--- config.mk ---
export PLATFORM = sky130hd
export DESIGN_NAME = v3_pulse_gen
export DESIGN_NICKNAME = d
export VERILOG_FILES = /design/src/rtl/v3_param.sv /design/src/rtl/v3_decay_acc.sv /design/src/rtl/v3_pulse_gen.sv
export SDC_FILE = /design/constraint.sdc
export NUM_CORES = 1
export LEC_CHECK = 0
export BUFFER_PORTS_ARGS = -buffer_cell sky130_fd_sc_hd__buf_2
export CORE_AREA = 5 5 136 138
export CTS_CLUSTER_SIZE = 30
export DETAILED_ROUTE_END_ITERATION = 6
export DIE_AREA = 0 0 141 143
export PLACE_DENSITY = 0.48
export SKIP_LAST_GASP = 1
export SYNTH_ARGS = -nofsm -noshare
export SYNTH_HDL_FRONTEND = slang
export SYNTH_SLANG_ARGS = --single-unit
export TNS_END_PERCENT = 50
--- constraint.sdc ---
create_clock -name clk -period 5 [get_ports clk]
set_input_delay 1 -clock clk [delete_from_list [all_inputs] [get_ports clk]]
set_output_delay 1 -clock clk [all_outputs]
set_load 0.02 [all_outputs]
--- src/rtl/v3_param.sv ---
// Shared constants and types for the v3 shaping chain.
// The pulse generator's sample width matches the trapezoidal filter's input width.
package v3_param;

    localparam int SIZE_OUT  = 17;
    localparam int SIZE_AMP  = 16;
    localparam int SIZE_PER  = 16;
    localparam int SIZE_CNT  = 8;
    localparam int TAU_SHIFT = 4;

    typedef enum logic {IDLE, RUN} pg_state_t;

endpackage

--- src/rtl/v3_decay_acc.sv ---
// Exponential-decay tail accumulator: each cycle the tail loses 2^-TAU_SHIFT of itself
// (at least 1 while non-zero) and gains amp when fire is high, saturating at full scale.
module v3_decay_acc
    import v3_param::*;
(
    input  logic                clk,
    input  logic                reset,
    input  logic                fire,
    input  logic [SIZE_AMP-1:0] amp,
    output logic [SIZE_OUT-1:0] sample
);

    logic [SIZE_OUT-1:0] tail;
    logic [SIZE_OUT-1:0] dec;
    logic [SIZE_OUT:0]   sum;

    always_comb begin
        dec = tail >> TAU_SHIFT;
        // Small tails would otherwise stall above zero forever.
        if (dec == '0 && tail != '0) begin
            dec = SIZE_OUT'(1);
        end
        sum = {1'b0, tail} - {1'b0, dec} + (fire ? (SIZE_OUT+1)'(amp) : '0);
    end

    always_ff @(posedge clk) begin
        if (reset) begin
            tail <= '0;
        end else begin
            tail <= sum[SIZE_OUT] ? '1 : sum[SIZE_OUT-1:0];
        end
    end

    assign sample = tail;

endmodule

--- src/rtl/v3_pulse_gen.sv ---
// Synthetic detector-pulse source: a command launches cmd_count pulses of height cmd_amp,
// cmd_period cycles apart, riding on an exponentially decaying tail.
module v3_pulse_gen
    import v3_param::*;
(
    input  logic                clk,
    input  logic                reset,
    input  logic                cmd_valid,
    output logic                cmd_ready,
    input  logic [SIZE_AMP-1:0] cmd_amp,
    input  logic [SIZE_PER-1:0] cmd_period,
    input  logic [SIZE_CNT-1:0] cmd_count,
    output logic [SIZE_OUT-1:0] output_data,
    output logic                pulse_mark
);

    // Command handshake: accepted when cmd_valid && cmd_ready at a rising edge;
    // cmd_ready is high only in IDLE, and cmd_valid is ignored while a run is active.

    pg_state_t           state, state_nxt;
    logic [SIZE_AMP-1:0] amp_q, amp_nxt;
    logic [SIZE_PER-1:0] period_q, period_nxt;
    logic [SIZE_PER-1:0] per_cnt, per_cnt_nxt;
    logic [SIZE_CNT-1:0] remaining, remaining_nxt;
    logic                fire;
    logic                handshake;
    logic                mark_q;

    always_ff @(posedge clk) begin
        if (reset) begin
            state     <= IDLE;
            amp_q     <= '0;
            period_q  <= '0;
            per_cnt   <= '0;
            remaining <= '0;
            mark_q    <= 1'b0;
        end else begin
            state     <= state_nxt;
            amp_q     <= amp_nxt;
            period_q  <= period_nxt;
            per_cnt   <= per_cnt_nxt;
            remaining <= remaining_nxt;
            mark_q    <= fire;
        end
    end

    always_comb begin
        state_nxt     = state;
        amp_nxt       = amp_q;
        period_nxt    = period_q;
        per_cnt_nxt   = per_cnt;
        remaining_nxt = remaining;
        fire          = 1'b0;
        cmd_ready     = (state == IDLE);
        handshake     = cmd_valid && cmd_ready;

        if (state == IDLE) begin
            if (handshake) begin
                amp_nxt       = cmd_amp;
                period_nxt    = (cmd_period == '0) ? SIZE_PER'(1) : cmd_period;
                remaining_nxt = cmd_count;
                per_cnt_nxt   = '0;
                // A zero-count command is consumed without starting a run.
                if (cmd_count != '0) begin
                    state_nxt = RUN;
                end
            end
        end else begin
            if (per_cnt == '0) begin
                fire          = 1'b1;
                per_cnt_nxt   = period_q - SIZE_PER'(1);
                remaining_nxt = remaining - SIZE_CNT'(1);
                if (remaining == SIZE_CNT'(1)) begin
                    state_nxt = IDLE;
                end
            end else begin
                per_cnt_nxt = per_cnt - SIZE_PER'(1);
            end
        end
    end

    v3_decay_acc u_decay_acc (
        .clk    (clk),
        .reset  (reset),
        .fire   (fire),
        .amp    (amp_q),
        .sample (output_data)
    );

    assign pulse_mark = mark_q;

endmodule

======== After elaboration in Yosys (flattened, before gate mapping) ========
Cells that the tools add are included.
operators by class
  $add $sub $neg .......................... 5
  eq/ne operators ......................... 2
  multiplexer cells ....................... 17
  bitwise logic cells ..................... 1
  reduce and logical (&&, ||, !) cells .... 10
operators with widths
  kind                                                                      count
  16-bit 2-to-1 mux                                                         5
  16-bit logical NOT                                                        2
  16-bit by 1-bit subtractor with 16-bit output (second input constant)     2
  8-bit 2-to-1 mux                                                          3
  18-bit adder                                                              1
  17-bit by 17-bit subtractor with 18-bit output                            1
  17-bit logical NOT                                                        1
  17-bit 2-to-1 mux                                                         1
  17-bit nonzero test                                                       1
  13-bit 2-to-1 mux                                                         1
  8-bit by 1-bit == test with 1-bit output (second input constant)          1
  8-bit nonzero test                                                        1
  8-bit by 1-bit subtractor with 8-bit output (second input constant)       1
  1-bit 2-to-1 mux                                                          7
  2-bit AND reduction                                                       2
  1-bit logical AND                                                         2
  2-bit by 1-bit inequality test with 1-bit output (second input constant)  1
  2-bit nonzero test                                                        1
  1-bit inverter                                                            1
storage, ports and cells
  flip-flop bits (word level) ............. 75
  bits of input ports ..................... 43
  output and inout bits ................... 19

======== Depth between registers and ports, before layout ========
Gate-level depths: netlist of run 1.
  depth in word-level cells ............... 6
  depth in mapped cells ................... 15
  gate-level depth less buffers ........... 13

======== By module ========
Synthesis of run 1 repeated with hierarchy kept, for this count alone.
second synthesis, totals
  cells, all modules ...................... 654
  area total of the unflattened synthesis .. 4922.2 um2
by module, submodules not included
  module        instances  cells an instance  area an instance (um2)  sequential area each (um2)
  v3_pulse_gen  1          400                3012.9                  1161.1
  v3_decay_acc  1          254                1909.3                  340.3

======== Worst setup path after synthesis of run 1 ========
No wires, ideal clock.
  path type ............................... register to register
  start point ............................. register per_cnt[11]
  end point ............................... register u_decay_acc.tail[6] (netlist: u_decay_acc.sample[6])
  library setup time ...................... 0.132 ns
  arrival time ............................ 3.857 ns
  setup slack ............................. 1.010 ns
  stages on the path, launching flop included .. 16
  buffers on the path ..................... 2
  period minus slack after synthesis ...... 3.990 ns
  cell sequence ........................... dfxtp_1 > nor4_2 > nand4_4 > nor3_4 > clkbuf_1 > nand2_1 > fa_1 > inv_1 > ha_1 > a21o_1 > a31o_2 > or2_2 > a211o_1 > nand2_1 > buf_2 > a21oi_1
between the ends
  word-level cells in the longest chain between the ends .. 6
RTL lines
  element                 RTL line            text
  start, declared         v3_pulse_gen.sv:23  logic [SIZE_PER-1:0] per_cnt, per_cnt_nxt;
  start signal, assigned  v3_pulse_gen.sv:41  per_cnt <= per_cnt_nxt;
  16-bit logical NOT      v3_pulse_gen.sv:69  if (per_cnt == '0) begin
  1-bit 2-to-1 mux        v3_pulse_gen.sv:69
  1-bit 2-to-1 mux        v3_pulse_gen.sv:57  if (state == IDLE) begin
  16-bit 2-to-1 mux       v3_decay_acc.sv:23  sum = {1'b0, tail} - {1'b0, dec} + (fire ? (SIZE_OUT+1)'(amp) : '0);
  18-bit adder            v3_decay_acc.sv:23
  17-bit 2-to-1 mux       v3_decay_acc.sv:30  tail <= sum[SIZE_OUT] ? '1 : sum[SIZE_OUT-1:0];
  end signal, assigned    v3_decay_acc.sv:30
  end, declared           v3_decay_acc.sv:13  logic [SIZE_OUT-1:0] tail;
Every way passes these cells.
A chain may end at the register's enable or synchronous reset.

======== Worst setup path in the final report of run 1 ========
  start point ............................. register per_cnt[11]
  end point ............................... register u_decay_acc.tail[16] (netlist: u_decay_acc.sample[16])
Same word-level chain as after synthesis.

==> results of run 1 <==
## metal layers
layer / vias up / GRT usage (%)
met1: 2273 / 20.13
met4: 0 / 6.119
li1: 2370 / -
met5: - / 0
met2: 105 / 23.41
met3: 20 / 2.143
## registers in the layout (all words and copies together) (netlist names)
signal,flops
amp_q,16
period_q,16
pulse_mark,1
state,1
per_cnt,16
u_decay_acc.sample,17
remaining,8
## worst register-to-register path: stages, from the launching register on
cell      delay [ps]
dfxtp_1          350
nor4_2           520
nand4_4          290
nor3_4           240
buf_4            170
and2_1           160
fa_1             460
ha_1             330
a211oi_1         260
o21ai_0          220
a31o_2           320
a211o_1          300
nand2_1          470
a41oi_1          200
## cells in the mapped netlist (3+ instances only)
library cell and n:
or2_2 4, a211o_1 4, o311a_1 3, nor3_1 20, a31oi_1 13, a21o_1 5, a221oi_1 5, nor4_4 3
o211ai_1 8, inv_1 59, a311oi_1 4, xor2_1 8, nand2b_1 5, dfxtp_1 75, nand4_1 4, nor2b_1 3
ha_1 24, a311o_1 3, and2_1 7, a31o_2 3, and3_1 3, o21a_1 3, o21ai_0 24, xnor2_1 4
mux2i_1 8, nor4_1 12, or3_1 5, fa_1 13, o22ai_1 3, clkbuf_1 29, a21oi_1 74, nor2_1 48
nand2_1 96, o21ai_1 3, o2bb2ai_1 4, a211oi_1 5, nand3_1 9
## metrics by stage
step | utilization, % | power, mW | hold slack [ps] | worst slack [ps] | area [µm²]
6_report | 34.13 | 4.385 | 454.2 | 565.1 | 5822
5_1_grt | 34.13 | 4.790 | 477.2 | 282.4 | 5822
4_1_cts | 34.00 | 4.397 | 456.4 | 212.8 | 5799
3_5_place_dp | 32.34 | 3.715 | 447.7 | 211.7 | 5517
3_3_place_gp | 32.34 | 3.704 | 445.8 | 424.4 | 5517
2_1_floorplan | - | 3.123 | 431.7 | 1010 | 5030
## final cells by class
cell class | instances | area share, %
Multi-Input combinational cell | 479 | 54.31
Sequential cell | 75 | 25.79
Inverter | 59 | 3.804
Timing Repair Buffer | 70 | 6.404
Clock buffer | 11 | 4.169
Clock inverter | 3 | 0.6877
Tap cell | 225 | 4.836
## cell families after synthesis
kind of cell               count (synthesis)  synth area share, %
and+or+nand+nor                          240                24.48
DFF                                       75                29.85
muxes                                      8                1.592
AOI/OAI and AO/OA                        182                23.41
buffers and inverters                     95                7.438
adders and majority gates                 37                11.14
xor gates and xnor gates                  12                2.090
## power breakdown
group | internal [mW] | switching, mW
logic | 1.12 | 1.72
clock network | 0.393 | 0.248
registers | 0.736 | 0.171
total | 2.24 | 2.14
## repair_timing
item	in CTS	in global routing
hold buffers	0	0
endpoints found under the setup margin	0	5
buffers inserted	0	3
## worst paths after layout
kind / to / slack, ps / from
max: u_decay_acc.sample[16] / 570 / per_cnt[11]
max reg2reg: u_decay_acc.sample[16] / 570 / per_cnt[11]
min reg2reg: amp_q[1] / 450 / amp_q[1]
min: amp_q[1] / 450 / amp_q[1]
==> out/metrics.csv, run 1 <==
stage,metric,value,unit
die,die_area,20160,µm²
yosys,ys_types,75,
yosys,async_reset_ff_share,0,%
clocking,clock_sinks,75,
yosys,syn_inst,649,
die,coreArea,17060,µm²
sta,hold_viol_final,0,
clocking,clk_latency,340,ps
yosys,synth_seq_cells,75,
yosys,synth-edff-count,0,
worst_setup_path,cp-end-kind,flip-flop,
die,die_x,141,µm
routing,antenna_left,0,
layout,multiInputGateArea,3162,µm²
die,initial_core_util,29.49,%
sta,final_max_slew_viol_count,0,
run,drv_cap,0,
worst_setup_path,worstPathRequired,5180,ps
yosys,yosysSeqAreaShare,29.85,%
routing,drt-total-wl,14730,µm
worst_setup_path,slowest_delay,520,ps
worst_setup_path,critPathTopFamily,simple AND/OR/NAND/NOR gates,
sta,fin_crit,4435,ps
die,fp-row-count,48,
grt,grt_pass1_wl,23950,µm
worst_hold_path,hold_path.class,flip-flop to flip-flop,
clocking,clockRootBuffer,clkbuf_16,
worst_setup_path,worstRegToRegCells,13,
placed_design,dp_hpwl,10830,µm
clocking,cts_made_buffers,9,
layout,drive_gt1_share,16.21,%
placed_design,dpl.cell_count,905,
pwr,cellPowerDensity,753.3,nW/µm²
clocking,cts_tree,done,
worst_hold_path,holdPathStages,2,
worst_setup_path,cp.arrival,4610,ps
yosys,synth_area,5030,µm²
yosys,synth_area_leader_cell,dfxtp_1,
sta,worst_slew_pin_slew,1018,ps
layout,nets,774,
yosys,yosys_warnings,0,
sta,tns,0,ps
die,io_pins,62,
grt,grt_pass1_vias,4685,
die,die_h,143,µm
clocking,clk_path_buf_depth,2,
yosys,synth_flop_cell,dfxtp_1,
routing,routed-wl-met3,459,µm
routing,met2WireLength,6649,µm
sta,clock_skew,6.043,ps
sta,finalSetupViolCount,0,
clocking,htreeDepth,3,
worst_setup_path,cp_max_fo,15,
layout,layout_common_cells,"96 x nand2_1, 75 x dfxtp_1, 74 x a21oi_1",
routing,via_count,4768,
layout,final_common_cell,nand2_1,
grt,grt_start_max_net_pins,42,
yosys,yosys.area.top_type_share,29.85,%
layout,fin_cells,922,
worst_setup_path,worst-path-buf-inv,1,
routing,vias_per_cell,5.171,
sta,max-slew-margin-rel,31.98,%
placed_design,io_buffers,61,
grt,grt_util_all_layers,14.74,%
layout,syn_to_final_growth,15.75,%
placed_design,place_congestion,0.8048,
sta,rsz0062_at_grt,no,
layout,regArea,1501,µm²
run_status,status,finished clean,
worst_setup_path,start_kind,flip-flop,
clocking,clkTransAtPathRegs,60,ps
layout,antenna_cells,0,
routing,routedWlPerCell,15.98,µm
sta,min_period_over_period,88.70,%
grt,grt-ovfl-total,0,
grt,grt_antenna_before_repair,0,
routing,top_layer_used,met4,
yosys,ys_top_cells_by_area,"dfxtp_1 30%, a21oi_1 7.4%, nand2_1 7.2%",
routing,dr.first_iter.drc_count,255,
worst_setup_path,path_class,flip-flop to flip-flop,
clocking,cts_resized,0,
yosys,avgSynthCellArea,7.750,µm²
layout,nFillCells,1859,
pwr,leakage,2.430,nW
worst_setup_path,path_cells,nor4_2 > nand4_4 > nor3_4 > buf_4 > and2_1 > fa_1 > ha_1 > a211oi_1 > o21ai_0 > a31o_2 > a211o_1 > nand2_1 > a41oi_1,
worst_setup_path,critPathSlowestCell,nor4_2,
sta,fmax,225.5,MHz
routing,drcViolationCount,0,
yosys,synth_nets,729,
routing,wl_met1,7319,µm
routing,dr.pass1.iters,4,
worst_setup_path,path_depth,13,
pwr,vdd_drop_max,0.2224,mV
Power figures use the tool's default switching activity.
==> inputs of run 2 (changes only) <==
--- a/config.mk
+++ b/config.mk
@@ -10,7 +10,9 @@
 export CTS_CLUSTER_SIZE = 30
 export DETAILED_ROUTE_END_ITERATION = 6
 export DIE_AREA = 0 0 141 143
+export HOLD_SLACK_MARGIN = 0.06
 export PLACE_DENSITY = 0.48
+export SKIP_CTS_REPAIR_TIMING = 1
 export SKIP_LAST_GASP = 1
 export SYNTH_ARGS = -nofsm -noshare
 export SYNTH_HDL_FRONTEND = slang
==> constraint.sdc (replaced) <==
create_clock -name clk -period 4.8 [get_ports clk]
set_input_delay 0.96 -clock clk [delete_from_list [all_inputs] [get_ports clk]]
set_output_delay 0.96 -clock clk [all_outputs]
set_load 0.02 [all_outputs]
==> run 2 against run 1 <==
Critical path depth increased by 1. Worst hold slack is essentially flat. Global-route usage increased by 0.19 points. First-iteration DRC count increased by 18%. Wire length down 0.58%. Maximum frequency up 4.6%. Count of clock-buffer cells in the layout rose by 1. Setup slack got worse by 5.0 ps. Sequential share of layout area fell by 0.12 points. Flip-flop and latch count did not move. Largest cell class unchanged.
==> out/metrics.csv, run 2 (synthesis results as in run 1) <==
stage,metric,value,unit
run,drv_cap,0,
worst_setup_path,cp.arrival,4500,ps
pwr,vdd_drop_max,0.2083,mV
routing,dr.first_iter.drc_count,302,
worst_setup_path,crit-reg2reg-launch,per_cnt[11],
sta,finalSetupViolCount,0,
sta,final_max_slew_viol_count,0,
grt,grt_start_max_net_pins,45,
die,io_pins,62,
run_status,status,finished clean,
die,coreArea,17060,µm²
sta,fin_crit,4240,ps
grt,met2_usage,23.79,%
worst_setup_path,r2r_setup_slack,560,ps
routing,drt-total-wl,14650,µm
routing,antenna_left,0,
layout,largest_register_ffs,17,
grt,grt_pass1_wl,24220,µm
sta,clock_skew,7.402,ps
die,initial_core_util,29.49,%
grt,top_usage_layer,met2,
clocking,cts_made_buffers,9,
pwr,cellPowerDensity,793.3,nW/µm²
routing,via_count,4821,
placed_design,dp_hpwl,11030,µm
clocking,htreeDepth,3,
clocking,clock_sinks,75,
layout,final_common_cell,nand2_1,
clocking,clkTransAtPathRegs,60,ps
die,fp-row-count,48,
grt,grt_pass1_vias,4768,
worst_hold_path,hold_path.class,flip-flop to flip-flop,
sta,tns,0,ps
placed_design,io_buffers,61,
die,die_area,20160,µm²
grt,use_met3,2.813,%
layout,syn_to_final_growth,16.27,%
die,die_x,141,µm
layout,final_cell_area,5848,µm²
worst_hold_path,min_from,amp_q[5],
placed_design,post_dp_cell_area,5517,µm²
grt,grt_util_all_layers,14.93,%
worst_setup_path,worstPathRequired,5060,ps
routing,dr.pass1.iters,5,
layout,drive_gt1_share,16.24,%
sta,min_period_over_period,88.33,%
layout,antenna_cells,0,
worst_setup_path,cp_max_fo,15,
grt,grt_use_met1,20.47,%
routing,vias_per_cell,5.235,
clocking,cts_tree,done,
layout,nets,771,
worst_setup_path,cp-end-kind,flip-flop,
worst_setup_path,start_kind,flip-flop,
routing,routedWlPerCell,15.90,µm
worst_setup_path,crit_start,per_cnt[11],
sta,max-slew-margin-rel,33.22,%
sta,rsz0062_at_grt,no,
routing,drcViolationCount,0,
die,die_h,143,µm
grt,grt-ovfl-total,0,
sta,fmax,235.9,MHz
placed_design,place_congestion,0.8371,
sta,hold_viol_final,0,
pwr,leakage,2.431,nW
clocking,clockRootBuffer,clkbuf_16,
clocking,clk_latency,340,ps
clocking,clk_path_buf_depth,2,
worst_setup_path,path_class,flip-flop to flip-flop,
layout,layout_common_cells,"95 x nand2_1, 75 x dfxtp_1, 74 x a21oi_1",
sta,worst_slew_pin_slew,999.3,ps
grt,grt_antenna_before_repair,0,
run 2: changes by cell type in the layout (fill, tap and decap cells not counted):
cell,previous run,this run
clkbuf_8,1,2
clkinv_2,2,1
nand2_1,96,95
buf_4,9,6
bufinv_16,1,2
clkinvlp_4,0,1
nand2_2,2,3
run 2: worst max-delay path, cell delays in order (launching register included):
cell and delay (ps):
dfxtp_1 340, nor4_2 480, nand4_4 270, nor3_4 250, buf_4 260, nand2_1 90, fa_1 480, inv_1 40
ha_1 340, a21o_1 230, a31o_2 290, a311o_1 320, a21oi_1 230, nand2_2 290, o211ai_1 240
run 2: final cells by class:
| type | count | area, µm² |
|---|---|---|
| inverters | 59 | 221.5 |
| clock buffers | 12 | 256.5 |
| well taps | 225 | 281.5 |
| repair buffers | 67 | 350.3 |
| clock inverters | 4 | 72.57 |
| flip-flops and latches | 75 | 1501 |
| fillers | 1834 | 11210 |
| multi-input cells | 479 | 3164 |
run 2: power by group:
part	internal [mW]	switching [mW]
logic	1.15	1.79
registers	0.766	0.180
clock network	0.483	0.272
total	2.40	2.24
run 2: worst paths after layout:
path,endpoint,cells past startpoint
worst max register to register,u_decay_acc.sample[8],14
worst min register to register,amp_q[5],2
worst min-delay path,amp_q[5],2
worst max-delay path,u_decay_acc.sample[8],14
run 2: per-layer routing:
metal / wire [µm] / vias to the layer above
met2: 6692 / 112
met4: 210 / 0
met3: 561 / 20
met1: 7179 / 2305
met5: 0 / -
li1: - / 2384
run 2: metrics by stage:
stage | instances | worst slack, ps | util [%] | hold slack [ps] | power (mW)
floorplan | 649 | 810.3 | - | 431.7 | 3.254
global placement | 905 | 479.1 | 32.34 | 446.8 | 3.866
detailed placement | 905 | 342.2 | 32.34 | 447.4 | 3.872
CTS | 921 | 325.8 | 34.27 | 456.5 | 4.660
global route | 921 | 182.9 | 34.29 | 476.8 | 5.078
finish | 921 | 560.1 | 34.29 | 453.8 | 4.639
==> inputs of run 3 (changes only) <==
--- a/config.mk
+++ b/config.mk
@@ -5,13 +5,13 @@
 export SDC_FILE = /design/constraint.sdc
 export NUM_CORES = 1
 export LEC_CHECK = 0
-export BUFFER_PORTS_ARGS = -buffer_cell sky130_fd_sc_hd__buf_2
 export CORE_AREA = 5 5 136 138
 export CTS_CLUSTER_SIZE = 30
 export DETAILED_ROUTE_END_ITERATION = 6
 export DIE_AREA = 0 0 141 143
+export DONT_BUFFER_PORTS = 1
 export HOLD_SLACK_MARGIN = 0.06
-export PLACE_DENSITY = 0.48
+export PLACE_DENSITY = 0.45
 export SKIP_CTS_REPAIR_TIMING = 1
 export SKIP_LAST_GASP = 1
 export SYNTH_ARGS = -nofsm -noshare
==> run 3 against run 2 <==
Cell area fell by 5.5%. Critical endpoint unchanged. Sequential share of layout area increased by 1.5 points. First-iteration DRC count is 0.99% lower. Combinational power decreased by 5%. Largest power group unchanged. Final cell count shrank 6.7%. Clock power decreased by 2%. Sequential power up 9%. Non-clock buffer count shrank 61. Total power decreased by 1.7%. Register-to-register slack worse by 40 ps.
==> out/metrics.csv, run 3 (synthesis results as in run 1) <==
stage,metric,value,unit
worst_setup_path,crit_start,per_cnt[11],
die,die_h,143,µm
pwr,vdd_drop_max,0.3275,mV
layout,fin_cells,859,
die,fp-row-count,48,
routing,antenna_left,0,
layout,multiInputGateArea,3164,µm²
worst_setup_path,critPathSlowestCell,fa_1,
routing,routedWlPerCell,17.26,µm
clocking,cts_tree,done,
sta,fin_crit,4275,ps
die,io_pins,62,
sta,final_max_slew_viol_count,0,
pwr,leakage,2.172,nW
worst_setup_path,worstRegToRegCells,14,
die,coreArea,17060,µm²
worst_setup_path,slowest_delay,500,ps
pwr,switching_power,2.241,mW
grt,grt_util_all_layers,15.16,%
worst_setup_path,cp.arrival,4540,ps
routing,wl_met1,7196,µm
routing,top_layer_used,met4,
die,die_x,141,µm
routing,met2WireLength,6454,µm
sta,fmax,233.9,MHz
layout,layout_common_cells,"95 x nand2_1, 75 x dfxtp_1, 74 x a21oi_1",
layout,syn_to_final_growth,9.900,%
placed_design,place_ws,307.8,ps
routing,dr.first_iter.drc_count,299,
die,die_area,20160,µm²
clocking,clk_path_buf_depth,2,
worst_setup_path,worst-path-buf-inv,2,
worst_setup_path,path_class,flip-flop to flip-flop,
worst_setup_path,cp-end-kind,flip-flop,
worst_setup_path,crit-reg2reg-launch,per_cnt[11],
worst_setup_path,worstReg2RegEnd,u_decay_acc.sample[8],
placed_design,place_congestion,0.8261,
placed_design,dp_hpwl,10850,µm
clocking,clkTransAtPathRegs,60,ps
layout,drive_gt1_share,8.202,%
grt,grt_pass1_wl,24460,µm
sta,fin_ws,525.1,ps
sta,worst_slew_pin_slew,1047,ps
sta,finalSetupViolCount,0,
worst_setup_path,critPathTopFamily,simple AND/OR/NAND/NOR gates,
routing,drcViolationCount,0,
routing,dr.pass1.iters,7,
routing,drt-total-wl,14830,µm
run,drv_cap,0,
layout,regArea,1501,µm²
grt,grt_pass1_vias,4570,
routing,routed-wl-met3,951,µm
pwr,switching_share,49.16,%
clocking,cts_made_buffers,9,
pwr,p_int,2.318,mW
worst_setup_path,worstSetupEndpoint,u_decay_acc.sample[8],
layout,final_common_cell,nand2_1,
placed_design,dpl.cell_count,844,
die,initial_core_util,29.49,%
routing,via_count,4553,
clocking,clock_sinks,75,
sta,min_period_over_period,89.06,%
pwr,clkPwrFrac,16.3,%
pwr,p_seq_share,22.6,%
pwr,cellPowerDensity,824.7,nW/µm²
layout,largest_register_ffs,17,
worst_setup_path,path_depth,14,
layout,nets,710,
run_status,status,finished clean,
clocking,htreeDepth,3,
grt,grt_antenna_before_repair,0,
worst_setup_path,worstPathRequired,5070,ps
clocking,clockRootBuffer,clkbuf_16,
worst_hold_path,hold_path.class,flip-flop to flip-flop,
worst_setup_path,r2r_setup_slack,530,ps
layout,nFillCells,1875,
routing,vias_per_cell,5.300,
grt,grt_start_max_net_pins,73,
clocking,clk_latency,350,ps
sta,rsz0062_at_grt,no,
sta,max-slew-margin-rel,30.00,%
pwr,p_comb_share,61.1,%
worst_setup_path,start_kind,flip-flop,
layout,antenna_cells,0,
worst_setup_path,cp_max_fo,15,
layout,final_cell_area,5528,µm²
grt,grt-ovfl-total,0,
sta,hold_viol_final,0,
placed_design,io_buffers,0,
placed_design,post_dp_cell_area,5211,µm²
sta,clock_skew,7.936,ps
sta,tns,0,ps
worst_setup_path,path_cells,nor4_2 > nand4_4 > nor3_4 > buf_4 > nand2_1 > fa_1 > inv_1 > ha_1 > a21o_1 > a31o_2 > a311o_1 > a21oi_1 > nand2_2 > o211ai_1,
## run 3: cell count changes in the layout (fill, tap and decap cells not counted), sizes merged
cell / change
buf: -61
clkbuf: -3
clkinvlp: +1
inv: +1
## run 3: final cells by class
| type | count | share of cell area [%] |
|---|---|---|
| clock buffers | 9 | 4.074 |
| clock inverters | 6 | 1.607 |
| inverters | 59 | 4.006 |
| multi-input cells | 479 | 57.24 |
| flip-flops and latches | 75 | 27.16 |
| well taps | 225 | 5.093 |
| repair buffers | 6 | 0.8148 |
## run 3: routing by layer
layer / GRT usage (%) / up-vias
met5: 0 / -
met4: 3.366 / 0
met3: 5.023 / 19
met2: 23.24 / 114
met1: 20.85 / 2179
li1: - / 2241
## run 3: worst min path at each step
stage	start	endpoint	slack (ps)	depth (start not counted)
global placement	amp_q[7]	amp_q[7]	440	2
finish	amp_q[9]	amp_q[9]	450	2
CTS	amp_q[7]	amp_q[7]	450	2
global route	amp_q[10]	amp_q[10]	460	2
floorplan	amp_q[0]	amp_q[0]	430	2
detailed placement	amp_q[7]	amp_q[7]	440	2
## run 3: power groups by stage
stage | clock network (mW) | registers, mW | logic, mW
floorplan | 0 | 0.975 | 2.28
global route | 0.790 | 1.06 | 3.15
global placement | 0 | 1.05 | 2.74
CTS | 0.756 | 1.04 | 2.79
finish | 0.742 | 1.03 | 2.79
detailed placement | 0 | 1.05 | 2.76
## run 3: metrics by stage
step / utilization [%] / total power [mW] / hold slack (ps)
2_1_floorplan: - / 3.254 / 431.7
3_3_place_gp: 30.55 / 3.790 / 438.4
3_5_place_dp: 30.55 / 3.816 / 443.9
4_1_cts: 32.39 / 4.584 / 453.6
5_1_grt: 32.41 / 5.005 / 464.4
6_report: 32.41 / 4.559 / 453.4
## run 3: worst register-to-register path: cells and delay by family (launching register included)
kind,cells,cell delay [ps]
AO/OA/AOI/OAI,5,1300
adder cells (fa/ha/maj),2,880
buffers and inverters,2,320
flip-flops,1,350
AND/OR/NAND/NOR,5,1380
